**src/rtl/imm_decode_stage_if.sv**
```systemverilog
// imm_decode_stage_if: fetch-side and execute-side handshake for the
// immediate-decode stage, plus the pipeline-redirect flush.
// The master modport is the driver/consumer side; slave is the stage itself.
interface imm_decode_stage_if #(
    parameter int XLEN = 32
);
    logic            flush;
    logic            in_valid;
    logic            in_ready;
    logic [31:0]     ir;
    logic            out_valid;
    logic            out_ready;
    logic [XLEN-1:0] imm;
    logic [2:0]      imm_type;
    logic            illegal;

    modport master (
        output flush, in_valid, ir, out_ready,
        input  in_ready, out_valid, imm, imm_type, illegal
    );

    modport slave (
        input  flush, in_valid, ir, out_ready,
        output in_ready, out_valid, imm, imm_type, illegal
    );
endinterface

```
**src/rtl/imm_decode_stage.sv**
```systemverilog
// imm_decode_stage: registered RISC-V immediate decoder between fetch and
// execute. Each accepted instruction is classified by opcode, its immediate
// is extracted and sign/zero-extended to XLEN, and the result is queued in a
// DEPTH-entry FIFO read out on a valid/ready handshake.
// Optional feature: define IMM_ZICSR_EN to decode Zicsr immediates (CSR
// address and zimm) from SYSTEM instructions; otherwise SYSTEM decodes as
// NONE and immediate type 7 is never produced.
module imm_decode_stage #(
    parameter int XLEN  = 32,   // 32 or 64
    parameter int DEPTH = 2     // power of two, >= 2
) (
    input logic               clk,
    input logic               rst,
    imm_decode_stage_if.slave bus
);
    localparam int AW = $clog2(DEPTH);
    localparam int CW = AW + 1;
    localparam logic [CW-1:0] FULL = CW'(DEPTH);

    localparam logic [6:0] OPC_LUI      = 7'b0110111;
    localparam logic [6:0] OPC_AUIPC    = 7'b0010111;
    localparam logic [6:0] OPC_JAL      = 7'b1101111;
    localparam logic [6:0] OPC_JALR     = 7'b1100111;
    localparam logic [6:0] OPC_LOAD     = 7'b0000011;
    localparam logic [6:0] OPC_OP_IMM   = 7'b0010011;
    localparam logic [6:0] OPC_OP_IMM32 = 7'b0011011;
    localparam logic [6:0] OPC_STORE    = 7'b0100011;
    localparam logic [6:0] OPC_BRANCH   = 7'b1100011;
    localparam logic [6:0] OPC_OP       = 7'b0110011;
    localparam logic [6:0] OPC_OP32     = 7'b0111011;
    localparam logic [6:0] OPC_SYSTEM   = 7'b1110011;

    typedef enum logic [2:0] {
        IMM_NONE  = 3'd0,
        IMM_I     = 3'd1,
        IMM_S     = 3'd2,
        IMM_B     = 3'd3,
        IMM_U     = 3'd4,
        IMM_J     = 3'd5,
        IMM_SHAMT = 3'd6,
        IMM_ZIMM  = 3'd7
    } imm_type_e;

    typedef struct packed {
        logic [XLEN-1:0] imm;
        imm_type_e       kind;
        logic            ill;
    } entry_t;

    // Sign-extend a 32-bit pre-assembled immediate to XLEN.
    function automatic logic [XLEN-1:0] sext32(input logic [31:0] v);
        return XLEN'($signed(v));
    endfunction

    // Zero-extend a 32-bit pre-assembled immediate to XLEN.
    function automatic logic [XLEN-1:0] zext32(input logic [31:0] v);
        return XLEN'(v);
    endfunction

    logic [6:0] opcode;
    logic [2:0] funct3;
    logic       is_shift;

    assign opcode   = bus.ir[6:0];
    assign funct3   = bus.ir[14:12];
    assign is_shift = (funct3 == 3'b001) || (funct3 == 3'b101);

    entry_t dec;

    // Combinational decode of the incoming instruction word.
    always_comb begin
        // NOTE: every output gets a default first, so no path through the case leaves a latch.
        dec.imm  = '0;
        dec.kind = IMM_NONE;
        dec.ill  = 1'b0;
        case (opcode)
            OPC_LUI, OPC_AUIPC: begin
                dec.kind = IMM_U;
                dec.imm  = sext32({bus.ir[31:12], 12'b0});
            end
            OPC_JAL: begin
                dec.kind = IMM_J;
                dec.imm  = sext32({{11{bus.ir[31]}}, bus.ir[31], bus.ir[19:12],
                                   bus.ir[20], bus.ir[30:21], 1'b0});
            end
            OPC_JALR, OPC_LOAD: begin
                dec.kind = IMM_I;
                dec.imm  = sext32({{20{bus.ir[31]}}, bus.ir[31:20]});
            end
            OPC_OP_IMM: begin
                if (!is_shift) begin
                    dec.kind = IMM_I;
                    dec.imm  = sext32({{20{bus.ir[31]}}, bus.ir[31:20]});
                end else if (XLEN == 64) begin
                    dec.kind = IMM_SHAMT;
                    dec.imm  = zext32({26'b0, bus.ir[25:20]});
                end else if (bus.ir[25]) begin
                    // shamt >= 32 cannot exist on RV32
                    dec.ill = 1'b1;
                end else begin
                    dec.kind = IMM_SHAMT;
                    dec.imm  = zext32({27'b0, bus.ir[24:20]});
                end
            end
            OPC_OP_IMM32: begin
                if (XLEN != 64) begin
                    dec.ill = 1'b1;
                end else if (is_shift) begin
                    dec.kind = IMM_SHAMT;
                    dec.imm  = zext32({27'b0, bus.ir[24:20]});
                end else begin
                    dec.kind = IMM_I;
                    dec.imm  = sext32({{20{bus.ir[31]}}, bus.ir[31:20]});
                end
            end
            OPC_STORE: begin
                dec.kind = IMM_S;
                dec.imm  = sext32({{20{bus.ir[31]}}, bus.ir[31:25], bus.ir[11:7]});
            end
            OPC_BRANCH: begin
                dec.kind = IMM_B;
                dec.imm  = sext32({{19{bus.ir[31]}}, bus.ir[31], bus.ir[7],
                                   bus.ir[30:25], bus.ir[11:8], 1'b0});
            end
            OPC_OP: begin
                dec.kind = IMM_NONE;
            end
            OPC_OP32: begin
                dec.ill = (XLEN != 64);
            end
            OPC_SYSTEM: begin
`ifdef IMM_ZICSR_EN
                case (funct3)
                    3'b101, 3'b110, 3'b111: begin
                        dec.kind = IMM_ZIMM;
                        dec.imm  = zext32({27'b0, bus.ir[19:15]});
                    end
                    3'b001, 3'b010, 3'b011: begin
                        // CSR address travels in the I-immediate field
                        dec.kind = IMM_I;
                        dec.imm  = sext32({{20{bus.ir[31]}}, bus.ir[31:20]});
                    end
                    3'b000: begin
                        dec.kind = IMM_NONE;
                    end
                    default: begin
                        dec.ill = 1'b1;
                    end
                endcase
`else
                dec.kind = IMM_NONE;
`endif
            end
            default: begin
                dec.ill = 1'b1;
            end
        endcase
    end

    logic [AW-1:0] wr_ptr;
    logic [AW-1:0] rd_ptr;
    logic [CW-1:0] count;
    entry_t        mem [DEPTH];
    logic          push;
    logic          pop;

    // Ready depends only on the registered count, never on out_ready.
    assign bus.in_ready  = (count < FULL);
    assign bus.out_valid = (count != '0);
    assign push          = bus.in_valid && bus.in_ready;
    assign pop           = bus.out_valid && bus.out_ready;

    // Queue bookkeeping; flush and reset both empty the queue and beat any push/pop.
    always_ff @(posedge clk) begin
        // NOTE: sequential state uses non-blocking assignment so all registers see pre-edge values.
        if (rst || bus.flush) begin
            wr_ptr <= '0;
            rd_ptr <= '0;
            count  <= '0;
        end else begin
            if (push) wr_ptr <= wr_ptr + AW'(1);
            if (pop)  rd_ptr <= rd_ptr + AW'(1);
            case ({push, pop})
                2'b10:   count <= count + CW'(1);
                2'b01:   count <= count - CW'(1);
                default: count <= count;
            endcase
        end
    end

    // Entry storage; a write during flush/reset lands in a slot the pointers no longer reach.
    always_ff @(posedge clk) begin
        // NOTE: storage is not reset; count alone decides which entries are visible.
        if (push) mem[wr_ptr] <= dec;
    end

    assign bus.imm      = bus.out_valid ? mem[rd_ptr].imm       : '0;
    assign bus.imm_type = bus.out_valid ? 3'(mem[rd_ptr].kind)  : 3'd0;
    assign bus.illegal  = bus.out_valid ? mem[rd_ptr].ill       : 1'b0;

endmodule
```
**src/flat_wrapper.sv**
```systemverilog
// flat-port wrapper written by rule: the top's interface ports become plain ports
module imm_decode_stage_flat 
#(
    parameter int XLEN  = 32,              
    parameter int DEPTH = 2                          
)
  (clk, rst, bus_flush, bus_in_valid, bus_ir, bus_out_ready, bus_in_ready, bus_out_valid, bus_imm, bus_imm_type, bus_illegal);
  imm_decode_stage_if #(.XLEN(XLEN)) bus_i ();
  input logic clk;
  input logic rst;
  input wire logic [$bits(bus_i.flush)-1:0] bus_flush;
  input wire logic [$bits(bus_i.in_valid)-1:0] bus_in_valid;
  input wire logic [$bits(bus_i.ir)-1:0] bus_ir;
  input wire logic [$bits(bus_i.out_ready)-1:0] bus_out_ready;
  output wire logic [$bits(bus_i.in_ready)-1:0] bus_in_ready;
  output wire logic [$bits(bus_i.out_valid)-1:0] bus_out_valid;
  output wire logic [$bits(bus_i.imm)-1:0] bus_imm;
  output wire logic [$bits(bus_i.imm_type)-1:0] bus_imm_type;
  output wire logic [$bits(bus_i.illegal)-1:0] bus_illegal;
  assign bus_i.flush = bus_flush;
  assign bus_i.in_valid = bus_in_valid;
  assign bus_i.ir = bus_ir;
  assign bus_i.out_ready = bus_out_ready;
  assign bus_in_ready = bus_i.in_ready;
  assign bus_out_valid = bus_i.out_valid;
  assign bus_imm = bus_i.imm;
  assign bus_imm_type = bus_i.imm_type;
  assign bus_illegal = bus_i.illegal;
  imm_decode_stage #(.XLEN(XLEN), .DEPTH(DEPTH)) u_core (.clk(clk), .rst(rst), .bus(bus_i));
endmodule
```
**config.mk**
```make
export PLATFORM = sky130hd
export DESIGN_NAME = imm_decode_stage_flat
export DESIGN_NICKNAME = d
export VERILOG_FILES = /design/src/rtl/imm_decode_stage_if.sv /design/src/rtl/imm_decode_stage.sv /design/src/flat_wrapper.sv
export SDC_FILE = /design/constraint.sdc
export NUM_CORES = 1
export LEC_CHECK = 0
export ABC_AREA = 0
export CAP_MARGIN = 20
export CORE_MARGIN = 1
export CORE_UTILIZATION = 55
export CTS_CLUSTER_SIZE = 8
export DETAILED_ROUTE_END_ITERATION = 8
export PLACE_DENSITY = 0.85
export SLEW_MARGIN = 20
export SYNTH_ARGS = -nofsm -noshare
export SYNTH_HDL_FRONTEND = slang
export SYNTH_SLANG_ARGS = --single-unit
```
**constraint.sdc**
```tcl
create_clock -name clk -period 8 [get_ports clk]
set_input_delay 1.6 -clock clk [delete_from_list [all_inputs] [get_ports clk]]
set_output_delay 1.6 -clock clk [all_outputs]
set_load 0.005 [all_outputs]
```
---- Word-level counts from Yosys, hierarchy flattened ----
Memory sizes are Yosys's and may differ from the RTL's. A register that Yosys moved wholly into a read port is not among the register bits.
Cells that the tools add are included.
W data, S select, Z words.
cells by class
  equal/unequal tests ..................... 14
  reductions and logical operators ........ 9
  magnitude comparators ................... 1
  $add $sub $neg .......................... 4
  multiplexer cells ....................... 15
operators with widths
  operator               number
  $pmux W32 S6           1
  $mux W35               1
  $mux W32               1
  $eq A7 B7 Y1 const B   4
  $eq A7 B6 Y1 const B   3
  $pmux W3 S6            1
  $eq A7 B5 Y1 const B   2
  $reduce_or A9 Y1       1
  $mux W8                1
  $eq A7 B2 Y1 const B   1
  $mux W1                7
  $pmux W2 S2            1
  $reduce_bool A2 Y1     2
  $reduce_or A2 Y1       2
  $eq A3 B1 Y1 const B   1
  $eq A3 B3 Y1 const B   1
  $mux W3                1
  $add A1 B1 Y1 const B  2
  $add A2 B1 Y2 const B  1
  $eq A2 B1 Y1 const B   1
  $eq A2 B2 Y1 const B   1
  $logic_and A1 B1 Y1    2
  $logic_or A1 B1 Y1     2
  $lt A2 B2 Y1 const B   1
  other kinds (2)        2
storage, ports and cells
  word-level logic and storage cells ...... 47
  input port bits ......................... 37
  RAM bits ................................ 72
  output and inout bits ................... 38
  memories ................................ 1
  register bits ........................... 4
memories
  memory      words  width  rd ports  clocked after Yosys merged registers in  write ports  line                     RTL
  u_core.mem  2      36     1         1                                        1            imm_decode_stage.sv:163  entry_t mem [DEPTH];

---- Depth between registers and ports, before layout ----
  word-level depth ........................ 4
  mapped depth ............................ 8
  depth with buffers taken out ............ 8

---- Least setup slack after synthesis ----
Ideal clock, no wire load.
  kind .................................... input-to-reg
  start ................................... in bus_in_valid
  end ..................................... mem u_core.mem[0][0] (netlist bit), enable pin
  required time ........................... 7.571 ns
  data arrival time ....................... 3.217 ns
  stages on the path ...................... 2
  path slack .............................. 4.353 ns
  path buffers ............................ 0
  path through ............................ nand2_1 > nor2_1
between the ends
  cells in the longest elaborated chain, start to end .. 3
ends and longest elaborated chain
  item                           line                     RTL
  start, declared                flat_wrapper.sv:12       input wire logic [$bits(bus_i.in_valid)-1:0] bus_in_valid;
  $logic_and A1 B1 Y1            imm_decode_stage.sv:170  assign push = bus.in_valid && bus.in_ready;
  $mux W1                        imm_decode_stage.sv:194  if (push) mem[wr_ptr] <= dec;
  $mux W1 (not written as such)  imm_decode_stage.sv:194
  end, declared                  imm_decode_stage.sv:163
No other way between the ends.

---- Final worst setup path ----
  start ................................... reg u_core.count[1]
  end ..................................... out bus_imm[20]
between the ends
  cells in the longest elaborated chain, start to end .. 2
ends and longest elaborated chain
  item                    line                     RTL
  start, declared         imm_decode_stage.sv:162  logic [CW-1:0] count;
  start signal, assigned  imm_decode_stage.sv:184  2'b10: count <= count + CW'(1);
  start signal, assigned  imm_decode_stage.sv:185  2'b01: count <= count - CW'(1);
  start signal, assigned  imm_decode_stage.sv:186  default: count <= count;
  $reduce_bool A2 Y1      imm_decode_stage.sv:169  assign bus.out_valid = (count != '0);
  $mux W32                imm_decode_stage.sv:197  assign bus.imm = bus.out_valid ? mem[rd_ptr].imm : '0;
  end, declared           flat_wrapper.sv:17       output wire logic [$bits(bus_i.imm)-1:0] bus_imm;
No other way between the ends.

==> metrics.md <==
| Metric | Value |
|---|---|
| Status | `complete, no violations` |
| Clock root cell | `clkbuf_8` |
| Crit-path max FO | `21` |
| Total Wirelength | `7.523 mm` |
| Met3 WL post-DR | `373 µm` |
| CTS buffer count | `9` |
| Largest net degree at the start of global routing | `37` |
| Power Internal | `710.6 µW` |
| Die width | `82.93 µm` |
| CTS clock-pin slew for the worst setup and hold paths | `0.08 ns` |
| Met2 routed WL | `3.715 mm` |
| Met1 wire length | `3.319 mm` |
| Startpoint types | `flip-flop` |
| # rows | `29` |
| Final Wtd Congestion | `0.8546` |
| WL/cell | `17.22 µm` |
| Final HPWL DP | `5.125 mm` |
| Drt pass-1 iters | `4` |
| Final Hold Viols | `0` |
| Sw Pwr | `194.2 µW` |
| Yosys top cell by area | `edfxtp_1` |
| Max-cap violation count | `0` |
| Number of flops mapped to enable cells by yosys | `72` |
| Sw Ratio | `0.2146` |
| CTS max path bufs | `2` |
| Max transition margin | `0.2913` |
| Comb pwr share | `0.108` |
| R2R depth | `7` |
| Top cell type's share of synthesized area | `0.6002` |
| FF-to-FF End | `u_core.count[1]` |
| Worst EP arrival | `2.16 ns` |
| Worst IR Drop VDD | `148.9 µV` |
| Reg2Reg Launch Point | `u_core.count[1]` |
| Top Ports | `75` |
| Total track usage | `0.2289` |
| Mapped Cells | `283` |
| Min-Delay Path Depth | `2` |
| Final Critical Period | `3.762 ns` |
| # hold bufs at CTS | `0` |
| Die ar. | `0.006877 mm²` |
| Max Fclk | `0.2658 GHz` |
| PD cells | `195.7 mW/mm²` |
| Unrepaired setup endpoints after global routing | `false` |
| Antenna Violating Nets Remaining | `0` |
| Worst hold slack | `0.5475 ns` |
| Clock Power Share | `0.382` |
| Synth Warn # | `0` |
| Synth Cell Area | `0.003602 mm²` |
| Sink Count | `77` |
| Initial core utilization | `0.5673` |
| Register share of total power | `0.510` |
| DRC viols | `0` |
| CP endpoint kind | `output pin` |
| Top_reg_cell synth | `edfxtp_1` |
| Worst hold path class | `flip-flop to flip-flop` |
| Syn avg cell area | `12.73 µm²` |
| Via/cell ratio | `5.629` |
| Setup Buffers After CTS | `0` |
| Yosys reg bits | `77` |
| Hold Startpoint | `u_core.rd_ptr` |
| Clk_lat worst skew | `0.33 ns` |
| Place WS | `4.122 ns` |
| Initial antenna violation count | `0` |
| Sequential share of the synthesized area | `0.6280` |
| ANT cells | `0` |
| Post-CTS sizing | `0` |
| Synth area leaders | `edfxtp_1 (60%), mux2i_1 (10%), nor2_1 (4.7%)` |
| Port bufs | `74` |
| Fillers | `427` |
| Final Cell Area | `0.004624 mm²` |
| Most frequent cells after synthesis | `edfxtp_1 (72), nor2_1 (45), mux2i_1 (36)` |
| Setup violators final | `0` |
| Asr flop ratio synth | `0` |
| Final Cycle Share | `0.4702` |
| CTS tree | `built` |
| Total power | `904.8 µW` |
| Critical path type | `flip-flop to output pin` |
| Clock Skews | `0.005396 ns` |
| Dpl cell area | `0.004385 mm²` |
| Yosys cell types | `48` |
| Nets | `393` |
| Worst-Margin Slew | `1.061 ns` |
| Core Region | `0.006350 mm²` |
| Number of global-route vias before repair | `2506` |
| Share of cells above drive strength 1 | `0.08889` |
| Leakage | `1.648 nW` |
| Syn Nets | `321` |
| Vert. Die Dim | `82.93 µm` |
| Synth-to-Final Area Change | `28.38%` |
| Req. time, crit path | `6.40 ns` |
| DR top layer | `met4` |
| Via count | `2460` |
| Max-slew violation count | `0` |
| First-pass GRT wire length | `12.28 mm` |
| Worst setup margin | `4.238 ns` |
| CTS H-tree lvls | `3` |
| Detailed Route Iter0 Violations | `216` |
| Register-to-register setup slack | `6.07 ns` |
| Most common cell in the netlist | `edfxtp_1` |
| Setup TNS | `0 ns` |
| Gr ovfl total | `0` |
[cell families after synthesis]
group	after synthesis	synth area share
AOI/OAI and AO/OA	44	0.09413
adders and majority gates	1	0.003473
xor gates and xnor gates	6	0.01459
buffers and inverters	21	0.02779
DFF	77	0.6280
and+or+nand+nor	98	0.1320
muxes	36	0.1000
[worst max path at each step]
stage,start,endpoint,cells past startpoint
final,u_core.count[1],bus_imm[20],4
after global routing,u_core.count[1],bus_imm[13],4
after CTS,flip-flop,bus_imm[24],3
after detailed placement,bus_ir[2],u_core.mem[1][33],4
after global placement,bus_ir[2],u_core.mem[0][33],4
after floorplan,bus_in_valid,u_core.mem[0][0],2
[per-layer routing]
| layer | up-vias | global-route usage |
|---|---|---|
| li1 | 1183 | - |
| met1 | 1181 | 0.3087 |
| met2 | 88 | 0.3659 |
| met3 | 8 | 0.05666 |
| met4 | 0 | 0.07524 |
| met5 | - | 0 |
[cell type report]
cell class / instances / area [µm²] / area share
timing repair buffer: 76 / 755.7 / 0.1634
clock inverter: 7 / 112.6 / 0.02435
tap: 77 / 96.34 / 0.02083
multi-input combinational: 185 / 1247 / 0.2698
inverter: 6 / 22.52 / 0.004870
sequential: 77 / 2266 / 0.4900
clock buffer: 9 / 123.9 / 0.02679
[cell usage in the layout (no fill, tap or decap), types with 2 or more instances in the layout]
| master | count |
|---|---|
| nand2_1 | 17 |
| a21oi_1 | 2 |
| and2_1 | 2 |
| nand3_1 | 2 |
| xnor2_1 | 4 |
| nor2_2 | 2 |
| nand2b_1 | 2 |
| clkdlybuf4s50_1 | 74 |
| buf_4 | 2 |
| bufinv_16 | 3 |
| edfxtp_1 | 72 |
| inv_1 | 6 |
| a21o_1 | 9 |
| dfxtp_1 | 4 |
| o21ai_0 | 14 |
| xor2_1 | 2 |
| mux2i_1 | 36 |
| a31oi_1 | 2 |
| nor2_1 | 44 |
| a22o_1 | 5 |
| clkbuf_8 | 9 |
| nor2b_1 | 7 |
| nor3_1 | 9 |
| clkinv_2 | 2 |
| and3_1 | 2 |
[sequential cells by signal (all words and copies together), names as in the netlist, named ones only]
register / cells
u_core.count: 2
u_core.mem: 72
u_core.rd_ptr: 1
u_core.wr_ptr: 1
[worst max-delay path, cell delays in order (launching register included)]
cell and delay [ns]:
dfxtp_1 0.34, nor2_2 0.52, buf_4 0.38, nor2_1 0.08, clkdlybuf4s50_1 0.50
[metrics by stage]
stage	instances	utilization
floorplan	283	-
global placement	421	0.6906
detailed placement	421	0.6906
CTS	437	0.7279
global route	437	0.7283
finish	437	0.7283
[power by group through the flow]
stage                     sequential, mW  clock (mW)  combinational (mW)
final                              0.462       0.345              0.0977
after global routing               0.463       0.364               0.107
after CTS                          0.462       0.349              0.0985
after detailed placement           0.471           0              0.0980
after global placement             0.470           0              0.0969
after floorplan                    0.468           0              0.0487
No activity file was read; power rests on OpenSTA's default activity.
